--- config.mk ---
export PLATFORM = sky130hd
export DESIGN_NAME = write_burst_feeder
export DESIGN_NICKNAME = d
export VERILOG_FILES = /design/src/rtl/write_burst_feeder.sv
export SDC_FILE = /design/constraint.sdc
export NUM_CORES = 1
export LEC_CHECK = 0
export ABC_AREA = 1
export BUFFER_PORTS_ARGS = -buffer_cell sky130_fd_sc_hd__buf_2
export CAP_MARGIN = 40
export CORE_ASPECT_RATIO = 0.5
export CORE_MARGIN = 2
export CORE_UTILIZATION = 54
export CTS_CLUSTER_DIAMETER = 40
export DETAILED_ROUTE_END_ITERATION = 10
export GPL_TIMING_DRIVEN = 0
export PLACE_DENSITY = 0.76
export SLEW_MARGIN = 15
export SYNTH_ARGS = -nofsm -noshare
export SYNTH_HDL_FRONTEND = slang
export SYNTH_SLANG_ARGS = --single-unit
--- constraint.sdc ---
create_clock -name devclock -period 3 [get_ports devclock]
set_input_delay 0.6 -clock devclock [delete_from_list [all_inputs] [get_ports devclock]]
set_output_delay 0.6 -clock devclock [all_outputs]
set_load 0.005 [all_outputs]
--- src/rtl/write_burst_feeder.sv ---
// write_burst_feeder: buffers device write data and replays one burst request as single-cycle
//   memoryWrite strobes, each followed by GAP_CYCLES idle cycles so edge-detect capture sees every beat.
// Latency: request accepted in cycle T -> first strobe in cycle T+2 when data is present, then one beat
//   every GAP_CYCLES+1 cycles. Backpressure: req_ready only in IDLE; an empty FIFO stalls the burst in WAIT;
//   a push into a full FIFO is dropped unless a pop happens in the same cycle.
// Ports: devclock/ARESETn (sync, active-low); wr_push/wr_data/wr_full/wr_count data FIFO side;
//   req_* burst request in, req_ready/req_err/burst_done handshake out; memoryWrite/Datain plus the
//   ID/WADDR/WLEN/WSIZE/WBURST/WLOCK/WCACHE/WPROT header toward the AXI write master.
// Build option: define REQ_CHK_EN to reject INCR bursts crossing a 4 KB boundary and WRAP bursts with
//   an illegal length; without it every request is accepted and req_err stays 0.

module write_burst_feeder_fifo #(
  parameter int W     = 32,
  parameter int DEPTH = 16
) (
  input  logic                   devclock,
  input  logic                   ARESETn,
  input  logic                   push_i,
  input  logic [W-1:0]           dat_i,
  input  logic                   pop_i,
  output logic [W-1:0]           dat_o,
  output logic [$clog2(DEPTH):0] count_o,
  output logic                   full_o
);
  localparam int AW = $clog2(DEPTH);

  logic [W-1:0]  mem_q [DEPTH];
  logic [AW-1:0] wr_ptr_q;
  logic [AW-1:0] rd_ptr_q;
  logic [AW:0]   count_q;
  logic          push_ok;
  logic          pop_ok;

  assign full_o  = (count_q == (AW+1)'(DEPTH));
  assign pop_ok  = pop_i && (count_q != '0);
  // A pop in the same cycle frees the head slot, so a push at full is still taken.
  assign push_ok = push_i && (!full_o || pop_ok);
  assign dat_o   = mem_q[rd_ptr_q];
  assign count_o = count_q;

  always_ff @(posedge devclock) begin
    if (push_ok) begin
      mem_q[wr_ptr_q] <= dat_i;
    end
  end

  // Pointers wrap naturally because DEPTH is a power of two.
  always_ff @(posedge devclock) begin
    if (!ARESETn) begin
      wr_ptr_q <= '0;
      rd_ptr_q <= '0;
      count_q  <= '0;
    end else begin
      if (push_ok) wr_ptr_q <= wr_ptr_q + 1'b1;
      if (pop_ok)  rd_ptr_q <= rd_ptr_q + 1'b1;
      case ({push_ok, pop_ok})
        2'b10:   count_q <= count_q + 1'b1;
        2'b01:   count_q <= count_q - 1'b1;
        default: count_q <= count_q;
      endcase
    end
  end
endmodule

module write_burst_feeder #(
  parameter int BUSWIDTH   = 32,
  parameter int FIFO_DEPTH = 16,
  parameter int GAP_CYCLES = 1
) (
  input  logic                         devclock,
  input  logic                         ARESETn,
  input  logic                         wr_push,
  input  logic [BUSWIDTH-1:0]          wr_data,
  output logic                         wr_full,
  output logic [$clog2(FIFO_DEPTH):0]  wr_count,
  input  logic                         req_valid,
  output logic                         req_ready,
  input  logic [3:0]                   req_id,
  input  logic [31:0]                  req_addr,
  input  logic [3:0]                   req_len,
  input  logic [1:0]                   req_burst,
  input  logic [2:0]                   req_prot,
  output logic                         burst_done,
  output logic                         req_err,
  output logic                         memoryWrite,
  output logic [BUSWIDTH-1:0]          Datain,
  output logic [3:0]                   ID,
  output logic [31:0]                  WADDR,
  output logic [3:0]                   WLEN,
  output logic [2:0]                   WSIZE,
  output logic [1:0]                   WBURST,
  output logic [1:0]                   WLOCK,
  output logic [3:0]                   WCACHE,
  output logic [2:0]                   WPROT
);
  localparam int          GW      = $clog2(GAP_CYCLES + 1);
  localparam logic [2:0]  WSIZE_C = 3'($clog2(BUSWIDTH / 8));

  typedef enum logic [2:0] {ST_IDLE, ST_LOAD, ST_WAIT, ST_STROBE, ST_GAP, ST_DONE} state_t;

  state_t                state_q, state_d;
  logic [4:0]            beat_q, beat_d;
  logic [GW-1:0]         gap_q, gap_d;
  logic [3:0]            id_q, id_d;
  logic [31:0]           addr_q, addr_d;
  logic [3:0]            len_q, len_d;
  logic [1:0]            burst_q, burst_d;
  logic [2:0]            prot_q, prot_d;
  logic                  mw_q, mw_d;
  logic [BUSWIDTH-1:0]   dat_q, dat_d;
  logic                  done_q, done_d;
  logic                  ready_q, ready_d;
  logic                  pop;
  logic                  req_bad;
  logic [BUSWIDTH-1:0]   fifo_dat;
  logic [$clog2(FIFO_DEPTH):0] fifo_count;
  logic                  fifo_has_data;

  write_burst_feeder_fifo #(
    .W     (BUSWIDTH),
    .DEPTH (FIFO_DEPTH)
  ) u_fifo (
    .devclock (devclock),
    .ARESETn  (ARESETn),
    .push_i   (wr_push),
    .dat_i    (wr_data),
    .pop_i    (pop),
    .dat_o    (fifo_dat),
    .count_o  (fifo_count),
    .full_o   (wr_full)
  );

  assign wr_count      = fifo_count;
  assign fifo_has_data = (fifo_count != '0);

`ifdef REQ_CHK_EN
  logic [31:0] span;
  logic        err_q, err_d;

  // Bytes touched from the start of the 4 KB page up to the end of the burst.
  assign span    = 32'(req_addr[11:0]) + (32'(req_len) + 32'd1) * 32'(BUSWIDTH / 8);
  assign req_bad = ((req_burst == 2'b01) && (span > 32'd4096)) ||
                   ((req_burst == 2'b10) && !(req_len inside {4'd1, 4'd3, 4'd7, 4'd15}));
  assign err_d   = (state_q == ST_IDLE) && req_valid && req_bad;
  assign req_err = err_q;

  always_ff @(posedge devclock) begin
    if (!ARESETn) err_q <= 1'b0;
    else          err_q <= err_d;
  end
`else
  assign req_bad = 1'b0;
  assign req_err = 1'b0;
`endif

  // pop marks every transition into STROBE: the FIFO head is captured into Datain on that
  // edge so memoryWrite and its data appear together for exactly the STROBE cycle.
  always_comb begin
    state_d = state_q;
    beat_d  = beat_q;
    gap_d   = gap_q;
    id_d    = id_q;
    addr_d  = addr_q;
    len_d   = len_q;
    burst_d = burst_q;
    prot_d  = prot_q;
    done_d  = 1'b0;
    pop     = 1'b0;
    case (state_q)
      ST_IDLE: begin
        if (req_valid && !req_bad) begin
          id_d    = req_id;
          addr_d  = req_addr;
          len_d   = req_len;
          burst_d = req_burst;
          prot_d  = req_prot;
          beat_d  = '0;
          state_d = ST_LOAD;
        end
      end
      ST_LOAD, ST_WAIT: begin
        if (fifo_has_data) begin
          pop     = 1'b1;
          state_d = ST_STROBE;
        end else begin
          state_d = ST_WAIT;
        end
      end
      ST_STROBE: begin
        gap_d   = '0;
        state_d = ST_GAP;
      end
      ST_GAP: begin
        if (gap_q == GW'(GAP_CYCLES - 1)) begin
          if (beat_q == ({1'b0, len_q} + 5'd1)) begin
            done_d  = 1'b1;
            state_d = ST_DONE;
          end else if (fifo_has_data) begin
            pop     = 1'b1;
            state_d = ST_STROBE;
          end else begin
            state_d = ST_WAIT;
          end
        end else begin
          gap_d = gap_q + GW'(1);
        end
      end
      ST_DONE: state_d = ST_IDLE;
      default: state_d = ST_IDLE;
    endcase
    if (pop) begin
      beat_d = beat_q + 5'd1;
    end
  end

  assign mw_d    = pop;
  assign dat_d   = pop ? fifo_dat : dat_q;
  assign ready_d = (state_d == ST_IDLE);

  always_ff @(posedge devclock) begin
    if (!ARESETn) begin
      state_q <= ST_IDLE;
      beat_q  <= '0;
      gap_q   <= '0;
      id_q    <= '0;
      addr_q  <= '0;
      len_q   <= '0;
      burst_q <= '0;
      prot_q  <= '0;
      mw_q    <= 1'b0;
      dat_q   <= '0;
      done_q  <= 1'b0;
      ready_q <= 1'b1;
    end else begin
      state_q <= state_d;
      beat_q  <= beat_d;
      gap_q   <= gap_d;
      id_q    <= id_d;
      addr_q  <= addr_d;
      len_q   <= len_d;
      burst_q <= burst_d;
      prot_q  <= prot_d;
      mw_q    <= mw_d;
      dat_q   <= dat_d;
      done_q  <= done_d;
      ready_q <= ready_d;
    end
  end

  assign req_ready   = ready_q;
  assign burst_done  = done_q;
  assign memoryWrite = mw_q;
  assign Datain      = dat_q;
  assign ID          = id_q;
  assign WADDR       = addr_q;
  assign WLEN        = len_q;
  assign WSIZE       = WSIZE_C;
  assign WBURST      = burst_q;
  assign WLOCK       = 2'b00;
  assign WCACHE      = 4'b0000;
  assign WPROT       = prot_q;
endmodule

==> impl_metrics.json, run 1 <==
{
  "cp-start-kind": "flip-flop",
  "crit_slowest_cell": "dfxtp_4",
  "die-area_sq_um": 46200,
  "core_area_sq_um": 43600,
  "drtAntennaViolNets": 0,
  "fin_util_pct": 65.2,
  "max_stage_delay_ns": 0.36,
  "fin_nets": 2372,
  "grt_pass1_wl_mm": 99.9,
  "synth-seq-cells": 613,
  "antenna_found_initial": 2,
  "clkTransAtPathRegs_ns": 0.06,
  "rows": 54,
  "wl_mm": 68.8,
  "timing.final.crit_share_pct": 93.2,
  "p_leak_nw": 10.1,
  "yosysSeqAreaShare_pct": 72.6,
  "rr_worst_depth": 20,
  "slew_headroom_pct": 42.1,
  "viasPerCell": 6.07,
  "grt_pass1_vias": 16800,
  "reg2reg_to": "u_fifo.count_o[4]",
  "crit_chain": "ha_4 -> inv_1 -> nand2_1 -> nand2_1 -> nor2_2 -> nand3_2 -> o21ai_4 -> nand3_4 -> nand2_4 -> ha_4 -> xor2_2 -> ha_2 -> inv_1 -> nand2_2 -> and3_4 -> a21oi_2 -> o21ai_1 -> nand2_1 -> nand2_1 -> nor2_1",
  "initial_core_util_pct": 54.9,
  "grt_util_all_layers_pct": 29.1,
  "dieHeight_microns": 153,
  "layout_min_cycle_time_ns": 2.80,
  "cts_tree": "done",
  "rrSetupSlack_ns": 0.20,
  "worst_ep_required_time_ns": 3.48,
  "synth.avg_cell_area_sq_um": 11.9,
  "dp_slack_ns": -0.466,
  "dpl-instance-area_sq_um": 26100,
  "startpoint": "WLEN[1]",
  "fin_cells": 2918,
  "hold_slack_ns": 0.262,
  "worstMarginPinSlew_ns": 0.869,
  "numClockSinks": 613,
  "drt-initial-drc-count": 2901,
  "routed-via-count": 17700,
  "hold_violations": 0,
  "path_max_fanout": 5,
  "multi_input_area_sq_um": 5990,
  "finalSetupTns_ns": 0,
  "root_buffer": "clkbuf_16",
  "synth_top_cell_by_area": "edfxtp_1",
  "regArea_sq_um": 17400,
  "grt-ovfl-total": 0,
  "r2r_start": "WLEN[1]",
  "status": "completed",
  "yosys_warnings": 0,
  "fillers": 3092,
  "hpwl_mm": 45.3,
  "synth.top_cell.area_share_pct": 64.2,
  "gp_congestion": 0.857,
  "end_kind": "flip-flop",
  "setup_violations": 0,
  "setup_slack_ns": 0.205,
  "drc_errors": 0,
  "ios": 177,
  "syn_to_final_growth_pct": 18.8,
  "fmax_mhz": 358,
  "avgRoutedWirePerCell_microns": 23.6,
  "htreeDepth": 2,
  "syn_area_sq_um": 24000,
  "portBuffers": 166,
  "worst_path_most_repeated_cell": "nand2_1",
  "grt_max_degree": 22,
  "yosysUniqueCellTypes": 30,
  "design_area_sq_um": 28400,
  "crit_type": "flip-flop to flip-flop",
  "dieWidth_microns": 302,
  "ir_drop_v": 0.000494,
  "drt_pre_antenna_iters": 7,
  "power.density_nw_per_um2": 862,
  "drv_slew": 0,
  "clk_latency_ns": 0.61,
  "finClkSkew_ns": 0.0286,
  "synthCells": 2005,
  "p_total_mw": 24.5,
  "hold_path_class": "input port to flip-flop",
  "dp.cells": 2785,
  "drive_gt1_share_pct": 16.6,
  "arrival_ns": 3.28,
  "cts_inserted_buffers": 55,
  "cap_violations": 0,
  "synthTopCellsByArea": "edfxtp_1 64%, dfxtp_1 8.4%, nor2_1 8.1%",
  "crit_end": "u_fifo.count_o[4]",
  "cts.path.max_buffers": 3
}
==> synthesized netlist by cell type <==
cell,number
o22ai_1,92
inv_1,31
ha_1,10
dfxtp_1,101
clkbuf_2,3
buf_2,30
nor3_1,2
buf_1,2
clkinv_1,1
a21oi_1,18
o221ai_1,24
o21ai_1,78
nor2_1,518
conb_1,2
nand4_1,4
inv_2,3
buf_6,4
or2_2,1
o211ai_1,32
o21ai_0,307
nand2_1,77
edfxtp_1,512
o21ai_2,1
and3_1,1
buf_4,17
clkbuf_1,86
nand3b_1,1
nand3_1,36
xor2_1,10
buf_8,1
==> worst min path at each step <==
stage	startpoint	endpoint	slack, ns	cells after the start
4_1_cts	req_addr[25]	WADDR[25]	0.25	3
5_1_grt	req_addr[9]	WADDR[9]	0.26	3
3_3_place_gp	WADDR[6]	WADDR[6]	0.46	2
3_5_place_dp	ID[3]	ID[3]	0.47	2
6_report	req_addr[16]	WADDR[16]	0.26	3
2_1_floorplan	u_fifo.wr_ptr_q[3]	u_fifo.wr_ptr_q[3]	0.47	2
==> registers in the layout, indices dropped and copies added (netlist names) <==
signal	count
WBURST	2
WADDR	32
burst_done	1
state_q	3
Datain	32
req_ready	1
u_fifo.mem_q	512
memoryWrite	1
ID	4
beat_q	5
u_fifo.count_o	5
u_fifo.wr_ptr_q	4
u_fifo.rd_ptr_q	4
WPROT	3
WLEN	4
==> repair_timing <==
action | 4_1_cts | 5_1_grt
setup endpoints to repair | 324 | 23
pin swaps | 14 | 9
hold buffers | 0 | 0
setup buffers | 19 | 8
resized for setup | 9 | 19
==> final cells by class <==
type | instances | share of cell area (%)
Inverter | 35 | 0.462
Tap cell | 588 | 2.59
Multi-Input combinational cell | 1222 | 21.0
Clock inverter | 28 | 1.30
Clock buffer | 74 | 5.27
Buffer | 143 | 2.45
Antenna cell | 4 | 0.0352
Sequential cell | 613 | 61.2
Timing Repair Buffer | 211 | 5.67
==> report_power, final <==
part | switching, mW | internal, mW | total [mW] | leakage [nW]
combinational | 4.87 | 2.15 | 7.02 | 3.73
sequential | 0.317 | 9.80 | 10.1 | 5.46
clock | 3.23 | 4.16 | 7.39 | 0.911
total | 8.42 | 16.1 | 24.5 | 10.1
==> worst max-delay path: cells and delay by family, from the launching register on <==
kind            cells  cell delay [ns]
simple gates       11             1.05
fa+ha+maj           3             0.63
compound gates      3             0.40
flops               1             0.36
xor+xnor            1             0.17
buf+inv             2             0.08
==> cell usage in the layout, fill, tap and decap left out, types with 31 or more instances in the layout <==
master,n
buf_4,33
nand3_1,33
buf_2,195
o211ai_1,32
edfxtp_1,512
nand2_1,74
o21ai_1,79
nor2_1,500
inv_1,31
o21ai_0,306
clkbuf_16,56
o22ai_1,92
dfxtp_1,99
clkbuf_1,101
==> logic make-up (layout without fill, tap and decap cells) <==
kind of cell / after synthesis / after routing / share of synthesized area, %
buffers and inverters: 178 / 491 / 3.40
flip-flops: 613 / 613 / 72.6
AND/OR/NAND/NOR: 640 / 640 / 10.3
XOR/XNOR: 10 / 10 / 0.366
other: 2 / 14 / 0.0314
adder cells (fa/ha/maj): 10 / 10 / 0.522
AO/OA/AOI/OAI: 552 / 552 / 12.7
==> metal layers <==
metal / track usage (%) / share of wire (%) / wire length (microns) / vias up
met5: 0 / 0 / 0 / -
met4: 12.7 / 4.5 / 3090 / 0
met3: 6.48 / 13 / 9140 / 195
met2: 45.3 / 45 / 31100 / 1289
met1: 39.6 / 37 / 25500 / 8448
li1: - / - / - / 7777
No activity file was read; power rests on OpenSTA's default activity.
==> run 2, diff against run 1 <==
CTS_BUF_LIST = sky130_fd_sc_hd__clkbuf_8 sky130_fd_sc_hd__clkbuf_16   (was default)
==> run 2 against run 1 <==
Compared with the run above:
- via count is 0.13% lower
- wire length is 0.13% higher
- first-iteration DRC count is 5.3% lower
- largest power group unchanged
- sequential power hardly changed
- combinational power hardly changed
- sequential share of layout area hardly changed
- register-to-register slack hardly changed
- clock-buffer cell count is 15 lower
- global-route usage stayed put
- final cell count hardly changed
- worst hold slack better by 0.0017 ns
- largest cell class unchanged
==> impl_metrics.json, run 2 (synthesized netlist as in run 1, its figures left out) <==
{
  "hpwl_mm": 45.3,
  "gp_congestion": 0.857,
  "largest_reg_flops": 512,
  "numClockSinks": 613,
  "p_total_mw": 24.5,
  "htreeDepth": 2,
  "ir_drop_v": 0.000495,
  "drt_pre_antenna_iters": 6,
  "holdPathStages": 3,
  "crit_type": "flip-flop to flip-flop",
  "grt_max_degree": 22,
  "clkTransAtPathRegs_ns": 0.06,
  "initial_core_util_pct": 54.9,
  "wl_mm": 68.9,
  "cp-start-kind": "flip-flop",
  "cts.path.max_buffers": 3,
  "worst_ep_required_time_ns": 3.48,
  "antenna_found_initial": 2,
  "layout_min_cycle_time_ns": 2.80,
  "setup_slack_ns": 0.199,
  "final_cell_mix": "512 x edfxtp_1, 500 x nor2_1, 306 x o21ai_0, 195 x buf_2, 99 x dfxtp_1",
  "viasPerCell": 6.07,
  "setup_violations": 0,
  "status": "completed",
  "crit_chain": "ha_4 -> inv_1 -> nand2_1 -> nand2_1 -> nor2_2 -> nand3_2 -> o21ai_4 -> nand3_4 -> nand2_4 -> ha_4 -> xor2_2 -> ha_2 -> inv_1 -> nand2_2 -> and3_4 -> a21oi_2 -> o21ai_1 -> nand2_1 -> nand2_1 -> nor2_1",
  "cts_inserted_buffers": 55,
  "slew_headroom_pct": 37.8,
  "drc_errors": 0,
  "die-area_sq_um": 46200,
  "cap_violations": 0,
  "path_max_fanout": 5,
  "fin_nets": 2372,
  "clk_latency_ns": 0.61,
  "grt_pass1_wl_mm": 99.9,
  "routed-via-count": 17700,
  "timing.final.crit_share_pct": 93.4,
  "avgRoutedWirePerCell_microns": 23.6,
  "dieHeight_microns": 153,
  "portBuffers": 166,
  "core_area_sq_um": 43600,
  "finClkSkew_ns": 0.0256,
  "grt_util_all_layers_pct": 29.1,
  "rows": 54,
  "syn_to_final_growth_pct": 18.7,
  "power.density_nw_per_um2": 861,
  "dp_slack_ns": -0.466,
  "cts_tree": "done",
  "end_kind": "flip-flop",
  "ios": 177,
  "root_buffer": "clkbuf_16",
  "dieWidth_microns": 302,
  "p_leak_nw": 10.2,
  "worst_path_most_repeated_cell": "nand2_1",
  "top_register": "u_fifo.mem_q",
  "drt-initial-drc-count": 2748,
  "mostFrequentLayoutCell": "edfxtp_1",
  "crit_slowest_cell": "dfxtp_4",
  "hold_violations": 0,
  "arrival_ns": 3.28,
  "drv_slew": 0,
  "holdBufCountCts": 0,
  "grt_pass1_vias": 16800,
  "worstMarginPinSlew_ns": 0.932,
  "rr_worst_depth": 20,
  "hold_path_class": "input port to flip-flop",
  "fillers": 3093,
  "drive_gt1_share_pct": 16.6,
  "max_stage_delay_ns": 0.36,
  "drtAntennaViolNets": 0,
  "fmax_mhz": 357,
  "grt-ovfl-total": 0
}
## run 2: cell type report
cell class                      instances  area (sq um)  area share (%)
Clock buffer                           59          1440            5.07
Timing Repair Buffer                  211          1610            5.67
Antenna cell                            2          5.00          0.0176
Multi-Input combinational cell       1222          5990            21.1
Inverter                               35           131           0.462
Tap cell                              588           736            2.59
Sequential cell                       613         17400            61.2
Clock inverter                         43           427            1.50
Buffer                                143           698            2.45
## run 2: repair_timing
| item | CTS | global route |
|---|---|---|
| pin swaps | 14 | 9 |
| setup buffers | 19 | 8 |
| gates resized for setup | 9 | 19 |
| endpoints found under the setup margin | 324 | 23 |
| endpoints found under the hold margin | 0 | 0 |
## run 2: where the power goes
| group | switching, mW | internal, mW | leakage, nW |
|---|---|---|---|
| Clock | 3.23 | 4.11 | 0.973 |
| Combinational | 4.89 | 2.15 | 3.73 |
| Sequential | 0.318 | 9.80 | 5.46 |
## run 2: final timing paths
check	from	to	slack, ns
worst max-delay path	WLEN[1]	u_fifo.count_o[4]	0.20
worst min-delay path	req_addr[16]	WADDR[16]	0.26
worst max register to register	WLEN[1]	u_fifo.count_o[4]	0.20
worst min register to register	WADDR[22]	WADDR[22]	0.48
## run 2: worst max-delay path: cells and delay by family, from the launching register on
| kind | cells | cell delay, ns |
|---|---|---|
| and+or+nand+nor | 11 | 1.06 |
| adders and majority gates | 3 | 0.63 |
| AOI/OAI and AO/OA | 3 | 0.40 |
| DFF | 1 | 0.36 |
| xor gates and xnor gates | 1 | 0.17 |
| buffers and inverters | 2 | 0.08 |
## run 2: routing by layer
layer / global-route usage [%] / share of wire [%] / vias up
met5: 0 / 0 / -
li1: - / - / 7771
met4: 12.7 / 4.3 / 0
met3: 6.51 / 13 / 194
met2: 45.3 / 45 / 1324
met1: 39.6 / 37 / 8397
## run 2: per-stage QoR
| step | hold WS [ns] | instance area (sq um) | cells | util [%] | setup TNS, ns |
|---|---|---|---|---|---|
| CTS | 0.252 | 28300 | 2906 | 64.8 | -0.0363 |
| global placement | 0.457 | 25500 | 2767 | 58.5 | -989.59 |
| floorplan | 0.467 | 24000 | 2013 | - | -129.39 |
| finish | 0.264 | 28400 | 2916 | 65.2 | 0 |
| detailed placement | 0.467 | 26100 | 2785 | 59.8 | -26.92 |
| global route | 0.263 | 28400 | 2915 | 65.2 | -0.0121 |
